## config.mk

```make
export PLATFORM = sky130hd
export DESIGN_NAME = fp_div_flat
export DESIGN_NICKNAME = d
export VERILOG_FILES = /design/src/rtl/fp_div_if.sv /design/src/rtl/fp_div.sv /design/src/flat_wrapper.sv
export SDC_FILE = /design/constraint.sdc
export NUM_CORES = 1
export LEC_CHECK = 0
export CORE_MARGIN = 8
export CORE_UTILIZATION = 53
export CTS_CLUSTER_DIAMETER = 80
export DETAILED_ROUTE_END_ITERATION = 7
export DONT_BUFFER_PORTS = 1
export GPL_ROUTABILITY_DRIVEN = 0
export PLACE_DENSITY = 0.68
export REMOVE_ABC_BUFFERS = 1
export SLEW_MARGIN = 40
export SYNTH_ARGS = -nofsm -noshare
export SYNTH_HDL_FRONTEND = slang
export SYNTH_SLANG_ARGS = --single-unit
```

## constraint.sdc

```tcl
create_clock -name clk -period 5.1 [get_ports clk]
set_input_delay 0.51 -clock clk [delete_from_list [all_inputs] [get_ports clk]]
set_output_delay 0.51 -clock clk [all_outputs]
set_load 0.005 [all_outputs]
```

## src/rtl/fp_div_if.sv

```systemverilog
// ---------------------------------------------------------------------------
// fp_div_if
// Request/result bundle for the binary32 divider.
//   start     request strobe (master -> slave)
//   dividend  binary32 numerator (master -> slave)
//   divisor   binary32 denominator (master -> slave)
//   quotient  binary32 result, held until the next completion (slave -> master)
//   done      one-cycle completion pulse (slave -> master)
//   busy      division in flight (slave -> master)
// ---------------------------------------------------------------------------
interface fp_div_if;
   logic        start;
   logic [31:0] dividend;
   logic [31:0] divisor;
   logic [31:0] quotient;
   logic        done;
   logic        busy;

   modport master (output start, dividend, divisor, input quotient, done, busy);
   modport slave  (input start, dividend, divisor, output quotient, done, busy);
endinterface

```

## src/rtl/fp_div.sv

```systemverilog
// ---------------------------------------------------------------------------
// fp_div
// IEEE-754 binary32 divider, round-to-nearest-even, radix-2 restoring divide
// producing one quotient bit per clock. Fixed latency of 27 cycles from the
// accepting edge to the done pulse, specials included. Subnormal inputs are
// read as zero and subnormal results flush to signed zero.
// Ports:
//   clk    rising-edge clock
//   reset  synchronous, active-high; discards any division in flight
//   bus    fp_div_if.slave: start/dividend/divisor in, quotient/done/busy out
// ---------------------------------------------------------------------------
module fp_div (
   input  logic     clk,
   input  logic     reset,
   fp_div_if.slave  bus
);
   typedef enum logic [1:0] {
      S_IDLE  = 2'd0,
      S_DIV   = 2'd1,
      S_ROUND = 2'd2
   } state_t;

   state_t             state_r;
   state_t             state_nxt_s;
   logic [4:0]         cnt_r;
   logic [24:0]        rem_r;
   logic [23:0]        mb_r;
   logic [25:0]        q_r;
   logic signed [9:0]  exp_r;
   logic               sign_r;
   logic               special_r;
   logic [31:0]        special_val_r;
   logic [31:0]        quotient_r;
   logic               done_r;
   logic               busy_r;

   logic               accept_s;
   logic [7:0]         ea_s;
   logic [7:0]         eb_s;
   logic [22:0]        fa_s;
   logic [22:0]        fb_s;
   logic               sign_s;
   logic               spec_s;
   logic [31:0]        spec_val_s;
   logic signed [9:0]  exp_init_s;
   logic               qbit_s;
   logic [23:0]        rem_sub_s;
   logic [23:0]        mant_s;
   logic               guard_s;
   logic               sticky_s;
   logic signed [9:0]  exp_norm_s;
   logic               round_up_s;
   logic [24:0]        mant_rnd_s;
   logic signed [9:0]  exp_fin_s;
   logic [22:0]        frac_s;
   logic [31:0]        result_s;

   assign accept_s = (state_r == S_IDLE) && bus.start;
   assign ea_s     = bus.dividend[30:23];
   assign eb_s     = bus.divisor[30:23];
   assign fa_s     = bus.dividend[22:0];
   assign fb_s     = bus.divisor[22:0];
   assign sign_s   = bus.dividend[31] ^ bus.divisor[31];

   // 10-bit signed intermediate so that underflow/overflow stay visible
   assign exp_init_s = $signed({2'b00, ea_s}) - $signed({2'b00, eb_s}) + 10'sd127;

   assign bus.quotient = quotient_r;
   assign bus.done     = done_r;
   assign bus.busy     = busy_r;

   // Operand classification: special results are decided at accept time
   always_comb begin
      logic a_nan, b_nan, a_inf, b_inf, a_zero, b_zero;
      a_nan  = (ea_s == 8'hFF) && (fa_s != 23'd0);
      b_nan  = (eb_s == 8'hFF) && (fb_s != 23'd0);
      a_inf  = (ea_s == 8'hFF) && (fa_s == 23'd0);
      b_inf  = (eb_s == 8'hFF) && (fb_s == 23'd0);
      a_zero = (ea_s == 8'h00);    // subnormals read as zero
      b_zero = (eb_s == 8'h00);
      spec_s     = 1'b1;
      spec_val_s = 32'h7FC0_0000;
      if (a_nan || b_nan || (a_zero && b_zero) || (a_inf && b_inf)) begin
         spec_val_s = 32'h7FC0_0000;
      end else if (a_inf || b_zero) begin
         spec_val_s = {sign_s, 8'hFF, 23'd0};
      end else if (a_zero || b_inf) begin
         spec_val_s = {sign_s, 31'd0};
      end else begin
         spec_s     = 1'b0;
         spec_val_s = 32'd0;
      end
   end

   // One restoring-divide step: subtract the divisor when it fits
   always_comb begin
      qbit_s = (rem_r >= {1'b0, mb_r});
      if (qbit_s) begin
         rem_sub_s = 24'(rem_r - {1'b0, mb_r});
      end else begin
         rem_sub_s = rem_r[23:0];
      end
   end

   // Normalize, round to nearest even and pack the final result
   always_comb begin
      // q_r holds floor(ma/mb * 2^25); bit 25 set means the ratio is >= 1
      if (q_r[25]) begin
         mant_s     = q_r[25:2];
         guard_s    = q_r[1];
         sticky_s   = q_r[0] | (rem_r != 25'd0);
         exp_norm_s = exp_r;
      end else begin
         mant_s     = q_r[24:1];
         guard_s    = q_r[0];
         sticky_s   = (rem_r != 25'd0);
         exp_norm_s = exp_r - 10'sd1;
      end
      round_up_s = guard_s & (sticky_s | mant_s[0]);
      mant_rnd_s = {1'b0, mant_s} + {24'd0, round_up_s};
      if (mant_rnd_s[24]) begin
         exp_fin_s = exp_norm_s + 10'sd1;
         frac_s    = mant_rnd_s[23:1];
      end else begin
         exp_fin_s = exp_norm_s;
         frac_s    = mant_rnd_s[22:0];
      end
      if (special_r) begin
         result_s = special_val_r;
      end else if (exp_fin_s <= 10'sd0) begin
         result_s = {sign_r, 31'd0};
      end else if (exp_fin_s >= 10'sd255) begin
         result_s = {sign_r, 8'hFF, 23'd0};
      end else begin
         result_s = {sign_r, exp_fin_s[7:0], frac_s};
      end
   end

   // State register
   always_ff @(posedge clk) begin
      if (reset) begin
         state_r <= S_IDLE;
      end else begin
         state_r <= state_nxt_s;
      end
   end

   // Next-state logic: 26 divide cycles then one rounding cycle
   always_comb begin
      state_nxt_s = state_r;
      case (state_r)
         S_IDLE: begin
            if (bus.start) begin
               state_nxt_s = S_DIV;
            end else begin
               state_nxt_s = S_IDLE;
            end
         end
         S_DIV: begin
            if (cnt_r == 5'd25) begin
               state_nxt_s = S_ROUND;
            end else begin
               state_nxt_s = S_DIV;
            end
         end
         S_ROUND: state_nxt_s = S_IDLE;
         default: state_nxt_s = S_IDLE;
      endcase
   end

   // Datapath: operand capture on accept, then one quotient bit per cycle
   always_ff @(posedge clk) begin
      if (reset) begin
         cnt_r         <= 5'd0;
         rem_r         <= 25'd0;
         mb_r          <= 24'd0;
         q_r           <= 26'd0;
         exp_r         <= 10'sd0;
         sign_r        <= 1'b0;
         special_r     <= 1'b0;
         special_val_r <= 32'd0;
      end else if (accept_s) begin
         cnt_r         <= 5'd0;
         rem_r         <= {2'b01, fa_s};
         mb_r          <= {1'b1, fb_s};
         q_r           <= 26'd0;
         exp_r         <= exp_init_s;
         sign_r        <= sign_s;
         special_r     <= spec_s;
         special_val_r <= spec_val_s;
      end else if (state_r == S_DIV) begin
         cnt_r <= cnt_r + 5'd1;
         rem_r <= {rem_sub_s, 1'b0};
         q_r   <= {q_r[24:0], qbit_s};
      end
   end

   // Registered outputs: result written and done pulsed on the rounding edge
   always_ff @(posedge clk) begin
      if (reset) begin
         quotient_r <= 32'd0;
         done_r     <= 1'b0;
         busy_r     <= 1'b0;
      end else begin
         done_r <= (state_r == S_ROUND);
         if (state_r == S_ROUND) begin
            quotient_r <= result_s;
            busy_r     <= 1'b0;
         end else if (accept_s) begin
            busy_r     <= 1'b1;
         end
      end
   end
endmodule

```

## src/flat_wrapper.sv

```systemverilog
// flat-port wrapper written by rule: the top's interface ports become plain ports
module fp_div_flat 
  (clk, reset, bus_start, bus_dividend, bus_divisor, bus_quotient, bus_done, bus_busy);
  fp_div_if bus_i ();
  input  logic clk;
  input  logic reset;
  input wire logic [$bits(bus_i.start)-1:0] bus_start;
  input wire logic [$bits(bus_i.dividend)-1:0] bus_dividend;
  input wire logic [$bits(bus_i.divisor)-1:0] bus_divisor;
  output wire logic [$bits(bus_i.quotient)-1:0] bus_quotient;
  output wire logic [$bits(bus_i.done)-1:0] bus_done;
  output wire logic [$bits(bus_i.busy)-1:0] bus_busy;
  assign bus_i.start = bus_start;
  assign bus_i.dividend = bus_dividend;
  assign bus_i.divisor = bus_divisor;
  assign bus_quotient = bus_i.quotient;
  assign bus_done = bus_i.done;
  assign bus_busy = bus_i.busy;
  fp_div u_core (.clk(clk), .reset(reset), .bus(bus_i));
endmodule
```

After elaboration in Yosys (flattened, before gate mapping)

Cells that the tools add are included.

Bits in registers: 160
Logic and storage cells: 76

$add $sub $neg: 7
Order comparisons: 3
Eq/ne operators: 5
Muxes and demuxes: 21
Bitwise logic cells: 4
Reduce and logical (&&, ||, !) cells: 23

Operators with widths:

| operator                | number |
|---|---|
| $mux W32                | 4 |
| $mux W24                | 4 |
| $mux W31                | 2 |
| $logic_not A23 Y1       | 2 |
| $reduce_bool A23 Y1     | 2 |
| $add A24 B1 Y25         | 1 |
| $ge A25 B24 Y1          | 1 |
| $reduce_bool A25 Y1     | 1 |
| $sub A24 B24 Y24        | 1 |
| $mux W23                | 1 |
| $mux W10                | 2 |
| $eq A8 B8 Y1 const B    | 2 |
| $logic_not A8 Y1        | 2 |
| $add A10 B2 Y10 const B | 1 |
| $add A10 B8 Y10 const B | 1 |
| $ge A10 B9 Y1 const B   | 1 |
| $le A10 B1 Y1 const B   | 1 |
| $sub A10 B2 Y10 const B | 1 |
| $sub A8 B8 Y9           | 1 |
| $logic_and A1 B1 Y1     | 7 |
| $mux W1                 | 6 |
| $add A5 B1 Y5 const B   | 1 |
| $eq A5 B5 Y1 const B    | 1 |
| $logic_or A1 B1 Y1      | 5 |
| other kinds (10)        | 12 |

Logic depth before layout (Yosys ltp)

Gate-level depths: netlist of the first run.

Depth after elaboration: 11
Depth in mapped cells: 17
Depth with buffers taken out: 12

Worst setup path before layout of the first run

Ideal clock, no wire load.

Kind: reg-to-reg
Start: register u_core.q_r[25]
End: register u_core.quotient_r[23] (netlist: u_core.bus.quotient[23])
Library setup time: 86 ps
Arrival: 3910 ps
Data required time: 5014 ps
Setup slack: 1104 ps
Cell stages (with the launch flop): 17
Buffers on the path: 6
Cell sequence: dfxtp_1 buf_2 buf_2 clkbuf_1 clkbuf_1 clkbuf_1 mux2_2 ha_1 nand3_1 a21oi_1 nand4_1 clkbuf_1 a2111oi_1 a211oi_1 or2_4 o31a_4 o31ai_2

Cells in the longest elaborated chain, start to end: 9

RTL lines:

| item                                | line          | text |
|---|---|---|
| start: declaration                  | fp_div.sv:28  | `logic [25:0] q_r;` |
| start signal: assignment            | fp_div.sv:194 | `q_r <= {q_r[24:0], qbit_s};` |
| $mux W1 or $mux W24 (tied branches) | fp_div.sv:108 | `if (q_r[25]) begin` |
| $or A1 B1 Y1                        | fp_div.sv:119 | `round_up_s = guard_s & (sticky_s \| mant_s[0]);` |
| $and A1 B1 Y1                       | fp_div.sv:119 |  |
| $add A24 B1 Y25                     | fp_div.sv:120 | `mant_rnd_s = {1'b0, mant_s} + {24'd0, round_up_s};` |
| $mux W10 (*)                        | fp_div.sv:121 | `if (mant_rnd_s[24]) begin` |
| $ge A10 B9 Y1                       | fp_div.sv:132 | `end else if (exp_fin_s >= 10'sd255) begin` |
| $mux W31                            | fp_div.sv:132 |  |
| $mux W31 (*)                        | fp_div.sv:130 | `end else if (exp_fin_s <= 10'sd0) begin` |
| $mux W32 (*)                        | fp_div.sv:128 | `if (special_r) begin` |
| end signal: assignment              | fp_div.sv:207 | `quotient_r <= result_s;` |
| end: declaration                    | fp_div.sv:33  | `logic [31:0] quotient_r;` |

Every way passes the cells marked *; elsewhere a longest branch is shown, timed or not.
A chain may end at the register's enable or synchronous reset.

Worst setup path in the final report of the first run

Start: register u_core.q_r[25]
End: register u_core.quotient_r[16] (netlist: u_core.bus.quotient[16])

Cells in the longest elaborated chain, start to end: 9

RTL lines:

| item                                | line |
|---|---|
| $mux W1 or $mux W24 (tied branches) | fp_div.sv:108 |
| $or A1 B1 Y1                        | fp_div.sv:119 |
| $and A1 B1 Y1                       | fp_div.sv:119 |
| $add A24 B1 Y25                     | fp_div.sv:120 |
| $mux W10                            | fp_div.sv:121 |
| $ge A10 B9 Y1                       | fp_div.sv:132 |
| $mux W31                            | fp_div.sv:132 |
| $mux W31 (*)                        | fp_div.sv:130 |
| $mux W32 (*)                        | fp_div.sv:128 |

Marks and branches as above.

==> results by stage, run 1 <==
Clock tree:
- No sink is reached through more buffers than the 2 on the longest clock path.
- For the worst-skew pair, the clock arrives at the later sink with an insertion delay of about 430 ps.
- The clock tree from TritonCTS is yes.
- The H-tree was split into 4 levels.
- The number of buffers added for setup after CTS is 0.
- The number of clock sinks is 131.
- CTS placed an instance of clkbuf_16 at the clock tree root.
- The number of buffers created by CTS is 17.
- The post-cts hold buffer count is 0.
- The clock transition at the register clock pins on the worst setup and hold paths after CTS is 60 ps.
- The number of gates resized after CTS is 0.

Timing:
- The clock skew after layout is about 9 ps.
- Derived from the worst setup path, the maximum achievable clock frequency is approximately 250 MHz.
- The relative slew slack is 0.451.
- Setup repair after global routing left no endpoint under its margin.
- The number of setup violations in the final report is 0.
- The count of pins over their slew limit is 0.
- The minimum clock period is between 4000 and 5000 ps.
- The final critical-path share of the clock period is 0.792.
- The number of endpoints with negative hold slack in the final report was 0.
- The transition at the pin with the smallest max-transition slack is between 800 and 900 ps.
- Summed over all failing endpoints, the final setup total negative slack is 0 ps.

Yosys:
- The commonest cells after synthesis are 181 x nand2_1, 131 x dfxtp_1, 97 x a21oi_1.
- The synthesized design contains 0 enable-type register cells.
- In the synthesized netlist the async set-or-reset flop fraction comes to 0.
- The leading area contributor after synthesis is dfxtp_1.
- Yosys attributes the largest share of cell area to dfxtp_1 30%, nand2_1 7.7%, a21oi_1 5.5%.
- Summing every instance area after synthesis gives between 8000 and 9000 um2.
- The synthesized instance count is 1175.
- Synthesis inferred between 100 and 150 register bits.
- In the post-synthesis netlist, the cell with the most instances is nand2_1.
- The commonest register cell after synthesis is dfxtp_1.
- The synthesized area per cell is 7.53 um2.
- The share of synthesized area in the top cell type comes to 0.296.
- The synthesized netlist contains 73 unique library cells.
- For this run, the register share of the synthesized area comes to 0.296.
- The total of warnings raised by yosys is 0.

Detailed routing:
- Summing over every cut layer, the via total after detailed routing is between 8000 and 9000.
- Dividing the detail-routed via count by the number of cells gives 6.14.
- After detailed routing, the average wire length per cell comes to approximately 18 um.
- The first detailed-routing pass took 5 iterations.
- The count of nets left with antenna violations once routing finished came out at 0.
- The count of routing violations after the opening detailed-route iteration is around 560.
- In the routed design, unresolved DRC markers number 0.
- After detailed routing, the total wire length is 24200 um.

Global route:
- The first global-routing pass estimated between 30000 and 40000 um of wire.
- The global-route usage over all layers is 0.224.
- The remaining global-route overflow is 0.
- Entering global routing, the biggest net connects 64 pins.
- The number of antenna violations at the first check in global routing was 1.
- The number of global-route vias before repair was between 7000 and 8000.

Placed design:
- The placed instance area is between 8000 and 9000 um2.
- The HPWL after detailed placement is between 15000 and 20000 um.
- The number of port buffers is 0.

Final layout:
- Summing all non-filler instances in the final layout gives an area of around 9600 um2.
- The count of inserted antenna diode cells is 0.
- The number of nets in the finished design is around 1200.
- The area overhead of the layout relative to synthesis is 7.93%.
- The share of post-route cells with drive strength above 1 is 0.0697.

Critical path:
- The class of the most critical setup path is register to register.
- The element type at the critical path start is a register.
- At the worst endpoint, the arrival time is 4400 ps.
- The worst setup path is captured at a register.
- The highest fanout seen on the critical path is 43.
- The required time of the worst setup path is around 5500 ps.

Floorplan:
- Pin placement for this block handled 101 I/O pins.
- The die extent in y is approximately 150 um.
- The site row count is 47.
- The region available for standard cell placement spans roughly 16000 um2.
- Measured along the x axis, the die boundary spans roughly 150 um.
- The die covers between 20000 and 25000 um2.
- The initial utilization of the core area, before any placement, comes to 0.537.

Worst hold path:
- The class of the tightest hold or removal check is input pin to register.

Power:
- The power per cell area is about 380 nW/um2.
- The peak supply drop is roughly 0.30 mV.
- The overall power consumption is between 3000 and 4000 uW.
- The leakage component of the power is between 0.003 and 0.004 uW.

Job:
- The max capacitance violation total is 0.

Status:
- The run finished with clean final reports.
cell usage in the layout, fill, tap and decap left out, types with 6 or more instances in the layout:
cell type / Yosys / routed
a211oi_1: 21 / 21
nor2_1: 73 / 71
o41ai_1: 17 / 17
a32o_1: 16 / 16
nand2b_1: 9 / 9
nor4_1: 23 / 23
a22o_1: 10 / 10
nor3_1: 62 / 61
nor2b_1: 12 / 12
nand4_1: 23 / 23
inv_1: 58 / 58
clkbuf_16: 0 / 17
xnor2_1: 36 / 36
o21a_1: 7 / 7
o21ai_0: 51 / 51
a21oi_1: 97 / 96
xor2_1: 17 / 17
buf_4: 0 / 17
nand2_1: 181 / 180
a21o_1: 10 / 10
a311oi_1: 10 / 10
dfxtp_1: 131 / 130
o22ai_1: 7 / 7
mux2i_1: 17 / 17
and3_1: 7 / 7
o211ai_1: 8 / 8
o31ai_2: 6 / 6
nand3_1: 43 / 43
or3_1: 8 / 8
a31oi_1: 9 / 9
o31ai_1: 9 / 9
ha_1: 38 / 38
worst paths after layout:
path	from	endpoint	slack, ps	cells past startpoint
max reg2reg	u_core.q_r[25]	u_core.bus.quotient[16]	1060	9
min	reset	u_core.mb_r[18]	140	1
max	u_core.q_r[25]	u_core.bus.quotient[16]	1060	9
min reg2reg	u_core.mb_r[11]	u_core.mb_r[11]	450	2
worst max-delay path, cell delays in order (launching register included):
cell       delay, ps
dfxtp_2          860
mux2i_1          240
nor4b_1          650
nand4_1          170
buf_4            230
a2111oi_0        420
a211oi_1         130
or2_4            290
nor3_4           700
a32o_1           270
report_power, final:
group	internal [uW]	leakage, uW	total, uW	switching, uW
combinational	482	0.00202	1200	714
clock	765	0.000286	1240	472
sequential	1080	0.00107	1160	73.1
total	2330	0.00338	3590	1260
flip-flops by register name, summed over array words and instances (netlist names):
register and flops:
u_core.mb_r 24, u_core.rem_r 25, u_core.cnt_r 5, u_core.sign_r 1, u_core.exp_r 10, u_core.bus.quotient 32
u_core.special_r 1, u_core.q_r 26, u_core.special_val_r 3, u_core.state_r 2, u_core.bus.done 1, u_core.bus.busy 1
metal layers:
layer,wire length [um],track usage,vias to the layer above,share of wire
met4,398,0.0682,2,0.016
met2,11500,0.377,211,0.47
li1,-,-,4214,-
met3,1610,0.0644,32,0.067
met5,12,0,-,0.00050
met1,10700,0.273,3937,0.44
per-stage QoR:
stage | worst slack [ps] | hold WS [ps] | cells | util
final | 1060 | 145 | 1367 | 0.580
after global routing | 704 | 131 | 1367 | 0.580
after detailed placement | 1120 | 441 | 1336 | 0.544
after global placement | 1180 | 437 | 1336 | 0.544
after floorplan | 696 | 426 | 1099 | -
after CTS | 1100 | 140 | 1367 | 0.580
layout make-up:
type	count	area, um2
clock buffers	18	429
clock inverters	13	160
fillers	1566	6920
inverters	58	218
multi-input cells	910	5720
flip-flops and latches	131	2620
well taps	220	275
repair buffers	17	128
cells by family (layout without fill, tap and decap cells):
| group | count (synthesis) | after routing | synth area share |
|---|---|---|---|
| flops | 131 | 131 | 0.296 |
| fa+ha+maj | 40 | 40 | 0.0583 |
| mux | 21 | 21 | 0.0243 |
| xor+xnor | 55 | 55 | 0.0578 |
| buf+inv | 134 | 106 | 0.0607 |
| simple gates | 471 | 471 | 0.252 |
| compound gates | 323 | 323 | 0.250 |
Note: power is estimated with default switching activity, not from simulation.
==> run 2, diff against run 1 <==
Clock period 5.1 ns to 4.2 ns, I/O delays scaled along.
==> results by stage, run 2 (same netlist as run 1, synthesis figures left out) <==
Status:
- The run finished with clean final reports.

Final layout:
- In the layout the commonest cells are 181 x nand2_1, 130 x dfxtp_1, 96 x a21oi_1.
- Summing all flip-flop and latch instances after layout gives about 2600 um2.
- Of the cells placed in the final design, the portion with a size suffix greater than 1 is 0.0737.
- The count of inserted antenna diode cells is 0.
- After routing the design area is around 9600 um2.
- The library cell used most frequently in the layout, excluding fill and tap cells, is nand2_1.
- Counting the fill cells in the layout gives ~1600.
- The total area of multi-input combinational cells is about 5700 um2.
- The register with the most flip-flops in the layout has 32 of them.
- The number of nets in the finished design is between 1000 and 1500.
- The area growth from synthesis to layout is 8.80%.
- Once layout is complete, the utilization of the core stands at 0.585.

Clock tree:
- Clock-pin slew was measured on the worst setup and hold paths at ~60 ps.
- The library cell used as clock root buffer is clkbuf_16.
- Hold repair after CTS inserted 0 buffers.
- Clock tree synthesis inserted a total of 17 buffers.
- In this run the post-CTS setup repair buffer count came out at 0.
- The clock latency on the worst-skew pair is about 420 ps.
- In this run the number of H-tree levels came out at 4.
- The number of clock sinks is roughly 130.
- The number of gates resized after CTS is 0.
- TritonCTS built the clock tree.
- The largest buffer count on any clock path is 2.

Detailed routing:
- The detailed router finished its first iteration with around 640 violations.
- After detailed routing, the average wire length per cell comes to ~18 um.
- The first detailed-routing pass ran for 5 iterations.
- The post-detailed-route DRC marker count is 0.
- The via count is ~8500.
- The number of antenna-violating nets in the routed design is 0.
- The final routed wirelength across all metal layers is ~24000 um.
- The per-cell via count in the routed design is slightly above 6.

Critical path:
- The largest single stage delay on the critical path is approximately 610 ps.
- The largest delay contributor family on the critical path is compound AO/OA/AOI/OAI gates.
- The critical path goes through inv_1, ha_1, mux2i_1, ha_1, or3b_2, a211oi_1, xor2_1, a211oi_1, a211oi_1, o31ai_2.
- The minimum setup slack among reg-to-reg paths is 550 ps.
- The data arrival time at the worst-slack endpoint is 3990 ps.
- The element type at the critical path start is a register.
- The highest fanout seen on the critical path is 10.
- The most frequent cell on the critical path is a211oi_1.
- The worst setup path is captured at a register.
- The critical path is of the register to register type.
- Together, buffers and inverters on the worst path number 1.
- The standard cell with the maximum stage delay on the critical path is a211oi_1.
- The required time of the worst setup path is around 4500 ps.

Global route:
- The first global-routing pass estimated roughly 40000 um of wire.
- The number of antenna violations at the first check in global routing is 0.
- The global-route usage over all layers is 0.228.
- The remaining global-route overflow is 0.
- Entering global routing, the biggest net connects between 60 and 70 pins.
- The number of global-route vias before repair was roughly 8100.

Timing:
- The clock skew after layout is roughly 9.7 ps.
- The worst pin sits at a relative slew slack of 0.491.
- The count of pins over their slew limit came to 0.
- The setup TNS is 0 ps.
- Dividing the final minimum period by the clock period gives 0.868.
- The maximum clock frequency is about 270 MHz.
- Hold timing on the final database bottoms out at a slack of 59.9 ps.
- The number of setup violations in the final report is 0.
- Setup repair after global routing left no endpoint under its margin.
- The minimum clock period is approximately 3600 ps.
- The number of endpoints with negative hold slack in the final report came to 0.
- At the pin with the least slew margin, the transition time is approximately 750 ps.

Power:
- Summing internal, switching and leakage power gives approximately 4400 uW.
- For this design the ratio of total power to cell area is around 460 nW/um2.
- The worst-case IR drop observed on VDD is between 0.3 and 0.4 mV.
- The leakage component of the power is ~0.0034 uW.

Placed design:
- The number of port buffers is 0.
- The wire-length estimate of the detail-placed layout is 17600 um.
- The placed instance area is approximately 9000 um2.

Job:
- Across the run, the number of max-cap violations was 0.

Floorplan:
- The floorplan has 47 rows.
- The core region is ~16000 um2.
- The initial core utilization is 0.537.
- During I/O placement, the number of pins put on the boundary was approximately 100.
- The horizontal die dimension is about 150 um.
- The die outline area is around 21000 um2.
- The die extent in y is between 100 and 150 um.

Worst hold path:
- The min-delay analysis places its worst path in the category input pin to register.
==> run 2: layout make-up <==
type | count | area share
Tap cell | 220 | 0.0286
Multi-Input combinational cell | 910 | 0.594
Inverter | 58 | 0.0226
Clock inverter | 14 | 0.0187
Clock buffer | 18 | 0.0446
Timing Repair Buffer | 22 | 0.0192
Sequential cell | 131 | 0.273
==> run 2: path summary, 6_finish.rpt <==
check | cells past startpoint | startpoint | endpoint
setup / recovery | 10 | u_core.exp_r[0] | u_core.bus.quotient[27]
hold / removal | 1 | reset | u_core.mb_r[20]
setup reg to reg | 10 | u_core.exp_r[0] | u_core.bus.quotient[27]
hold reg to reg | 2 | u_core.mb_r[10] | u_core.mb_r[10]
==> run 2: stage by stage <==
stage	instances	setup WS, ps
finish	1373	553
global route	1373	239
CTS	1373	580
detailed placement	1341	606
global placement	1340	712
floorplan	1099	-204
==> run 2: metal layers <==
layer / up-vias / global-route usage / wire length [um]
li1: 4222 / - / -
met4: 0 / 0.0869 / 553
met2: 265 / 0.380 / 11500
met3: 39 / 0.0588 / 1700
met1: 3939 / 0.277 / 10500
met5: - / 0 / 0
==> run 2: worst register-to-register path, cell delays in order (launching register included) <==
cell and delay [ps]:
dfxtp_1 500, inv_1 150, ha_1 340, mux2i_1 260, ha_1 300, or3b_2 530, a211oi_1 390, xor2_1 150
a211oi_1 610, a211oi_1 140, o31ai_2 200
==> run 2: power by group <==
part	switching [uW]	internal (uW)	leakage, uW
logic	870	600	0.00206
registers	88.2	1320	0.00107
clock network	598	942	0.000291
